<file path="src/rtl/cell_plotter.sv">
// cell_plotter: walks a CELL x CELL pixel window per board cell and drives the VGA write port
// with a clipped-corner black/white disk over green, counting cells per 64-cell board pass.
module cell_plotter #(
  parameter int CELL = 12,
  parameter int CUT  = 3,
  parameter int XMAX = 159,
  parameter int YMAX = 119
) (
  input  logic       clock,
  input  logic       resetn,
  input  logic       start,
  input  logic [7:0] x_in,
  input  logic [6:0] y_in,
  input  logic [1:0] select,
  output logic [7:0] vga_x,
  output logic [6:0] vga_y,
  output logic [2:0] colour,
  output logic       plot,
  output logic       busy,
  output logic       done,
  output logic [5:0] cell_count,
  output logic       frame_done
);
  localparam int DW = $clog2(CELL);
  localparam logic [DW-1:0] LAST = DW'(CELL - 1);
  localparam logic [DW:0] CUT_W = (DW + 1)'(CUT);
  localparam logic [8:0] XLIM = 9'(XMAX);
  localparam logic [7:0] YLIM = 8'(YMAX);
  typedef enum logic [1:0] {IDLE, DRAW, DONE} state_t;
  state_t state;
  logic [DW-1:0] dx, dy, mx, my;
  logic [DW:0] md;
  logic [7:0] x_lat;
  logic [6:0] y_lat;
  logic [1:0] sel_lat;
  logic [8:0] px;
  logic [7:0] py;
  logic disk, in_view, row_end;
  logic [2:0] pix_colour;
  // distance to the nearest vertical and horizontal edge; their sum shapes the clipped corners
  assign mx = (dx < LAST - dx) ? dx : LAST - dx;
  assign my = (dy < LAST - dy) ? dy : LAST - dy;
  assign md = {1'b0, mx} + {1'b0, my};
  assign disk = md >= CUT_W;
  assign px = {1'b0, x_lat} + 9'(dx);
  assign py = {1'b0, y_lat} + 8'(dy);
  assign in_view = (px <= XLIM) && (py <= YLIM);
  assign row_end = dx == LAST;
  assign pix_colour = (sel_lat[1] && disk) ? {3{sel_lat[0]}} : 3'b010;
  always_ff @(posedge clock or negedge resetn) begin
    if (!resetn) begin
      state      <= IDLE;
      dx         <= '0;
      dy         <= '0;
      x_lat      <= '0;
      y_lat      <= '0;
      sel_lat    <= '0;
      vga_x      <= '0;
      vga_y      <= '0;
      colour     <= '0;
      plot       <= 1'b0;
      busy       <= 1'b0;
      done       <= 1'b0;
      cell_count <= '0;
      frame_done <= 1'b0;
    end else begin
      case (state)
        IDLE: begin
          plot       <= 1'b0;
          busy       <= 1'b0;
          done       <= 1'b0;
          frame_done <= 1'b0;
          if (start) begin
            state   <= DRAW;
            x_lat   <= x_in;
            y_lat   <= y_in;
            sel_lat <= select;
            dx      <= '0;
            dy      <= '0;
          end
        end
        DRAW: begin
          vga_x  <= px[7:0];
          vga_y  <= py[6:0];
          colour <= pix_colour;
          plot   <= in_view;
          busy   <= 1'b1;
          dx     <= row_end ? '0 : dx + 1'b1;
          dy     <= row_end ? dy + 1'b1 : dy;
          if (row_end && dy == LAST) begin
            state      <= DONE;
            cell_count <= cell_count + 1'b1;
          end
        end
        DONE: begin
          // the count only reads zero here when the 64th cell has just wrapped it
          state      <= IDLE;
          plot       <= 1'b0;
          busy       <= 1'b0;
          done       <= 1'b1;
          frame_done <= cell_count == 6'd0;
        end
        default: state <= IDLE;
      endcase
    end
  end
endmodule

</file>
<file path="config.mk">
export PLATFORM = sky130hd
export DESIGN_NAME = cell_plotter
export DESIGN_NICKNAME = d
export VERILOG_FILES = /design/src/rtl/cell_plotter.sv
export SDC_FILE = /design/constraint.sdc
export NUM_CORES = 1
export LEC_CHECK = 0
export ABC_AREA = 1
export ABC_CLOCK_PERIOD_IN_PS = 2400
export CAP_MARGIN = 10
export CELL_PAD_IN_SITES_DETAIL_PLACEMENT = 0
export CELL_PAD_IN_SITES_GLOBAL_PLACEMENT = 1
export CORE_UTILIZATION = 41
export CTS_BUF_LIST = sky130_fd_sc_hd__clkbuf_8
export DETAILED_ROUTE_END_ITERATION = 16
export PLACE_DENSITY = 0.91
export SYNTH_ARGS = -nofsm -noshare
export SYNTH_HDL_FRONTEND = slang
export SYNTH_SLANG_ARGS = --single-unit
</file>
<file path="constraint.sdc">
create_clock -name clock -period 2.4 [get_ports clock]
set_clock_uncertainty 0.05 [all_clocks]
set_input_delay 0.48 -clock clock [delete_from_list [all_inputs] [get_ports clock]]
set_output_delay 0.48 -clock clock [all_outputs]
set_load 0.02 [all_outputs]
</file>
* Yosys cells after proc, flatten, opt, wreduce, memory -nomap -nowiden *
Cells that the tools add are included.

word-level totals
  register bits after elaboration = 55
  output and inout port bits = 28
  logic and storage cells = 63

cells by class
  add/sub/neg operators = 8
  order comparisons = 5
  equality and inequality tests = 7
  mux-type cells = 15
  reduce and logical (&&, ||, !) cells = 14

operator list
  operator                                                               number
  4-bit 2-to-1 mux                                                       5
  4-bit one-hot mux with 2 select lines                                  2
  8-bit by 4-bit adder with 9-bit output                                 1
  9-bit by 8-bit <= comparator with 1-bit output, second input constant  1
  4-bit by 1-bit adder with 4-bit output, second input constant          2
  7-bit by 4-bit adder with 8-bit output                                 1
  4-bit == test, second input constant                                   2
  8-bit by 7-bit <= comparator with 1-bit output, second input constant  1
  4-bit less-than comparator                                             2
  1-bit one-hot mux with 2 select lines                                  4
  2-bit AND reduction                                                    4
  4-bit subtractor, first input constant                                 2
  6-bit by 1-bit adder with 6-bit output, second input constant          1
  6-bit logical NOT                                                      1
  2-bit inequality test, second input constant                           3
  2-bit nonzero test                                                     3
  4-bit by 4-bit adder with 5-bit output                                 1
  5-bit by 2-bit >= comparator with 1-bit output, second input constant  1
  2-bit 2-to-1 mux                                                       2
  2-bit one-hot mux with 2 select lines                                  1
  1-bit logical AND                                                      3
  3-bit 2-to-1 mux                                                       1
  3-bit AND reduction                                                    1
  2-bit by 1-bit == test with 1-bit output, second input constant        1
  other kinds (3)                                                        3

* Depth between registers and ports, before layout *
  word-level depth = 7
  mapped depth = 14
  mapped depth without buffers = 14

* Least setup slack after synthesis *
Ideal clock, no wire load.

  path type = register to register
  start = reg dx[1]
  end = reg colour[0]
  setup time = 121 ps
  arrival time = 1822 ps
  required time = 2229 ps
  path slack = 407 ps
  stages on the path, launching flop included = 10
  path through = dfrtp_1 > inv_1 > o21ai_1 > xor2_1 > ha_1 > fa_1 > a21oi_1 > o2111ai_1 > nand2_1 > o21ai_1

between the ends
  cells in the longest elaborated chain, start to end = 7

ends and longest elaborated chain
  element                                             line  RTL
  from (decl)                                         31    logic [DW-1:0] dx, dy, mx, my;
  from (signal assigned)                              88    dx <= row_end ? '0 : dx + 1'b1;
  4-bit subtractor                                    41    assign mx = (dx < LAST - dx) ? dx : LAST - dx;
  4-bit less-than comparator                          41
  4-bit 2-to-1 mux (*)                                41
  4-bit by 4-bit adder with 5-bit output (*)          43    assign md = {1'b0, mx} + {1'b0, my};
  5-bit by 2-bit >= comparator with 1-bit output (*)  44    assign disk = md >= CUT_W;
  1-bit logical AND (*)                               49    assign pix_colour = (sel_lat[1] && disk) ? {3{sel_lat[0]}} : 3'b010;
  3-bit 2-to-1 mux (*)                                49
  to (signal assigned)                                85    colour <= pix_colour;
  to (decl)                                           17    output logic [2:0] colour,

Every way passes the cells marked *; elsewhere a longest branch is shown, timed or not.
A chain may end at the register's enable or synchronous reset.

* Final worst setup path *
  start = reg dy[1]
  end = reg colour[0]

between the ends
  cells in the longest elaborated chain, start to end = 7

ends and longest elaborated chain
  element                                             line  RTL
  from (decl)                                         31
  from (signal assigned)                              89    dy <= row_end ? dy + 1'b1 : dy;
  4-bit subtractor                                    42    assign my = (dy < LAST - dy) ? dy : LAST - dy;
  4-bit less-than comparator                          42
  4-bit 2-to-1 mux (*)                                42
  4-bit by 4-bit adder with 5-bit output (*)          43
  5-bit by 2-bit >= comparator with 1-bit output (*)  44
  1-bit logical AND (*)                               49
  3-bit 2-to-1 mux (*)                                49

Marked as above.

==> results.toml <==
[synthesis]
yosysWarningCount = 0
synthCells = 354
syn_avg_cell_area_sq_um = 8.27
synthFlopType = "dfrtp_1"
seq_area_frac_synth = 0.462
synth_cell_type_count = 32
synth_edf_count = 0
async_reset_ff_frac = 1.00
syn-cell-area_sq_mm = 0.00293
syn_nets = 394
ys_seq_elements = 54

[hold_path]
hold_class = "in -> async"

[global_routing]
antenna_found_initial = 0
overflow = 0
grt.total_usage = 0.178
grt_pass1_vias = 2324
grt_max_degree = 55
grt_pass1_wl_um = 10300

[drt]
drt_first_pass_iters = 7
drtIter0Drc = 95
drc_errors = 0
drtAntennaViolNets = 0
wl_per_cell_um = 12.0
via_per_inst = 4.79
vias = 2408
drt-total-wl_um = 6010

[clock_network]
holdBufCountCts = 0
cts_tree = "yes"
clk_path_buf_depth = 2
cts_root_buffer = "clkbuf_8"
clk_latency_ns = 0.31
postCtsSetupBuffers = 0
clkTransAtPathRegs_ns = 0.10
htreeDepth = 2
cts_repair_resize_count = 0
numCtsBuffers = 5
clkSinkCount = 54

[status]
outcome = "complete, no violations"

[critical_path]
arrival_ns = 2.41
critPathMaxStageDelay_ns = 0.46
path_max_fanout = 6
worstSetupPathType = "reg -> reg"
crit_required_ns = 2.55
end_kind = "flop"
cp-start-kind = "flop"
worstPathCellList = "nand2_1 -> o21ai_1 -> xor2_1 -> ha_1 -> fa_1 -> a21oi_1 -> o2111ai_1 -> nand2_1 -> o21ai_1"
crit_slowest_cell = "dfrtp_1"

[die]
core_sq_mm = 0.00683
io_pins = 48
die_w_um = 86.5
start_util = 0.429
rows = 30
dieArea_sq_mm = 0.00748
fp.dieH_um = 86.5

[power_and_ir_drop]
switching_share = 0.205
peakVddDrop_v = 0.000222
switchingPower_uw = 320
power_leakage_uw = 0.00183
power.internal_uw = 1240
clockPowerShare = 0.388
p_comb_frac = 0.031
power.density_mw_per_mm2 = 431
seq_power_share = 0.581

[placed_design]
gp_congestion = 0.803
buffer_ports.inserted = 47
dp_hpwl_um = 4420

[run]
maxCapViolCount = 0

[sta]
finalHoldViolCount = 0
rsz0062_at_grt = "no"
relSlewSlack = 0.547
finalSetupViolCount = 0
finalSetupTns_ns = 0
slew_violations = 0
max_slew.worst_pin.slew_ns = 0.680
max_clock_freq_mhz = 444
min_period_ns = 2.25
hold_slack_ns = 0.238
post-route-period-util = 0.939

[cells_and_area]
fin_nets = 446
fillers = 693
antenna_cells = 0
syn2layout_area_growth_pct = 23.8
drive_above_1_share = 0.0737
final_util = 0.531
cell families (layout without fill, tap and decap cells):
| group | after synthesis | count (layout) | share of synthesized area |
|---|---|---|---|
| mux | 1 | 1 | 0.00385 |
| xor+xnor | 12 | 12 | 0.0359 |
| compound gates | 39 | 39 | 0.0714 |
| simple gates | 181 | 181 | 0.270 |
| buf+inv | 47 | 100 | 0.0641 |
| flops | 54 | 54 | 0.462 |
| fa+ha+maj | 20 | 20 | 0.0932 |
power by group through the flow:
stage               registers (uW)  clock network (uW)  logic (uW)
CTS                            909                 629        50.1
global placement               927                   0        49.5
global route                   909                 654        54.7
detailed placement             927                   0        49.9
finish                         909                 606        48.1
floorplan                      927                   0     0.00125
cell usage in the layout, fill, tap and decap left out, drive strengths merged:
cell type and count:
o21ai 26, nand4 3, buf 6, nand3 25, a22o 1, nor4 1
o31ai 1, inv 40, mux2 1, a21oi 7, fa 3, nand2 123
bufinv 1, clkbuf 5, clkinvlp 1, clkdlybuf4s50 46, o2111ai 1, nand3b 1
dfrtp 54, a31oi 2, o22ai 1, nor3 2, nor2 26, xnor2 4
xor2 8, clkinv 1, ha 17
metal layers:
layer	global-route usage	vias up	routed length, um
li1	-	1237	-
met1	0.224	1105	2790
met2	0.305	60	2920
met3	0.0343	6	227
met4	0.0621	0	74
met5	0	-	0
synthesized netlist by cell type (2+ instances only):
cell type  count  share of area
ha_1          17          0.073
nand2_1      121           0.16
nor2_1        18          0.023
dfrtp_1       54           0.46
xnor2_1        4          0.012
nand4_1        3         0.0064
o21ai_0       10          0.017
nor2_4         3          0.012
nor2_2         4         0.0085
inv_2          4         0.0051
fa_1           3          0.021
nand3_1       24          0.041
inv_1         35          0.045
nand2_2        2         0.0043
a31oi_1        2         0.0043
buf_2          6          0.010
xor2_1         8          0.024
o21ai_1       16          0.027
a21oi_1        7          0.012
worst paths after layout:
check	cells past startpoint	start	slack [ns]	to
setup / recovery	9	dy[1]$_DFFE_PN0P_	0.15	colour[0]$_DFFE_PN0P_
hold / removal	2	resetn	0.24	cell_count[4]$_DFFE_PN0P_
setup reg to reg	9	dy[1]$_DFFE_PN0P_	0.15	colour[0]$_DFFE_PN0P_
hold reg to reg	2	vga_y[0]$_DFFE_PN0P_	0.43	vga_y[0]$_DFFE_PN0P_
max in group asynchronous	2	resetn	1.58	dy[2]$_DFFE_PN0P_
min in group clock	2	vga_y[0]$_DFFE_PN0P_	0.43	vga_y[0]$_DFFE_PN0P_
layout make-up:
cell class,count,area (sq um),area share
sequential,54,1350,0.373
clock inverter,3,41.3,0.0114
multi-input combinational,253,1390,0.383
timing repair buffer,52,503,0.139
tap,96,120,0.0331
inverter,40,150,0.0414
clock buffer,5,68.8,0.0190
metrics by stage:
stage                     total power [uW]  std cells  setup slack (ns)  cell area (sq um)
after global placement                 977        495             0.299               3510
final                                 1560        503             0.146               3620
after floorplan                        927        354             0.407               2930
after global routing                  1620        503           0.00346               3620
after detailed placement               977        495             0.166               3510
after CTS                             1590        503             0.131               3620
worst max-delay path: cells and delay by family (launching register included):
kind                     cells  cell delay [ns]
flip-flops                   1             0.46
AO/OA/AOI/OAI                4             0.57
adder cells (fa/ha/maj)      2             0.63
AND/OR/NAND/NOR              2             0.24
XOR/XNOR                     1             0.21
state kept, by name, summed over array words and instances (netlist names):
register and flops:
cell_count 6, x_lat 8, plot 1, colour 2
sel_lat 2, dy 4, state 2, frame_done 1
vga_x 8, busy 1, y_lat 7, dx 4
vga_y 7, done 1
Power figures use the tool's default switching activity.
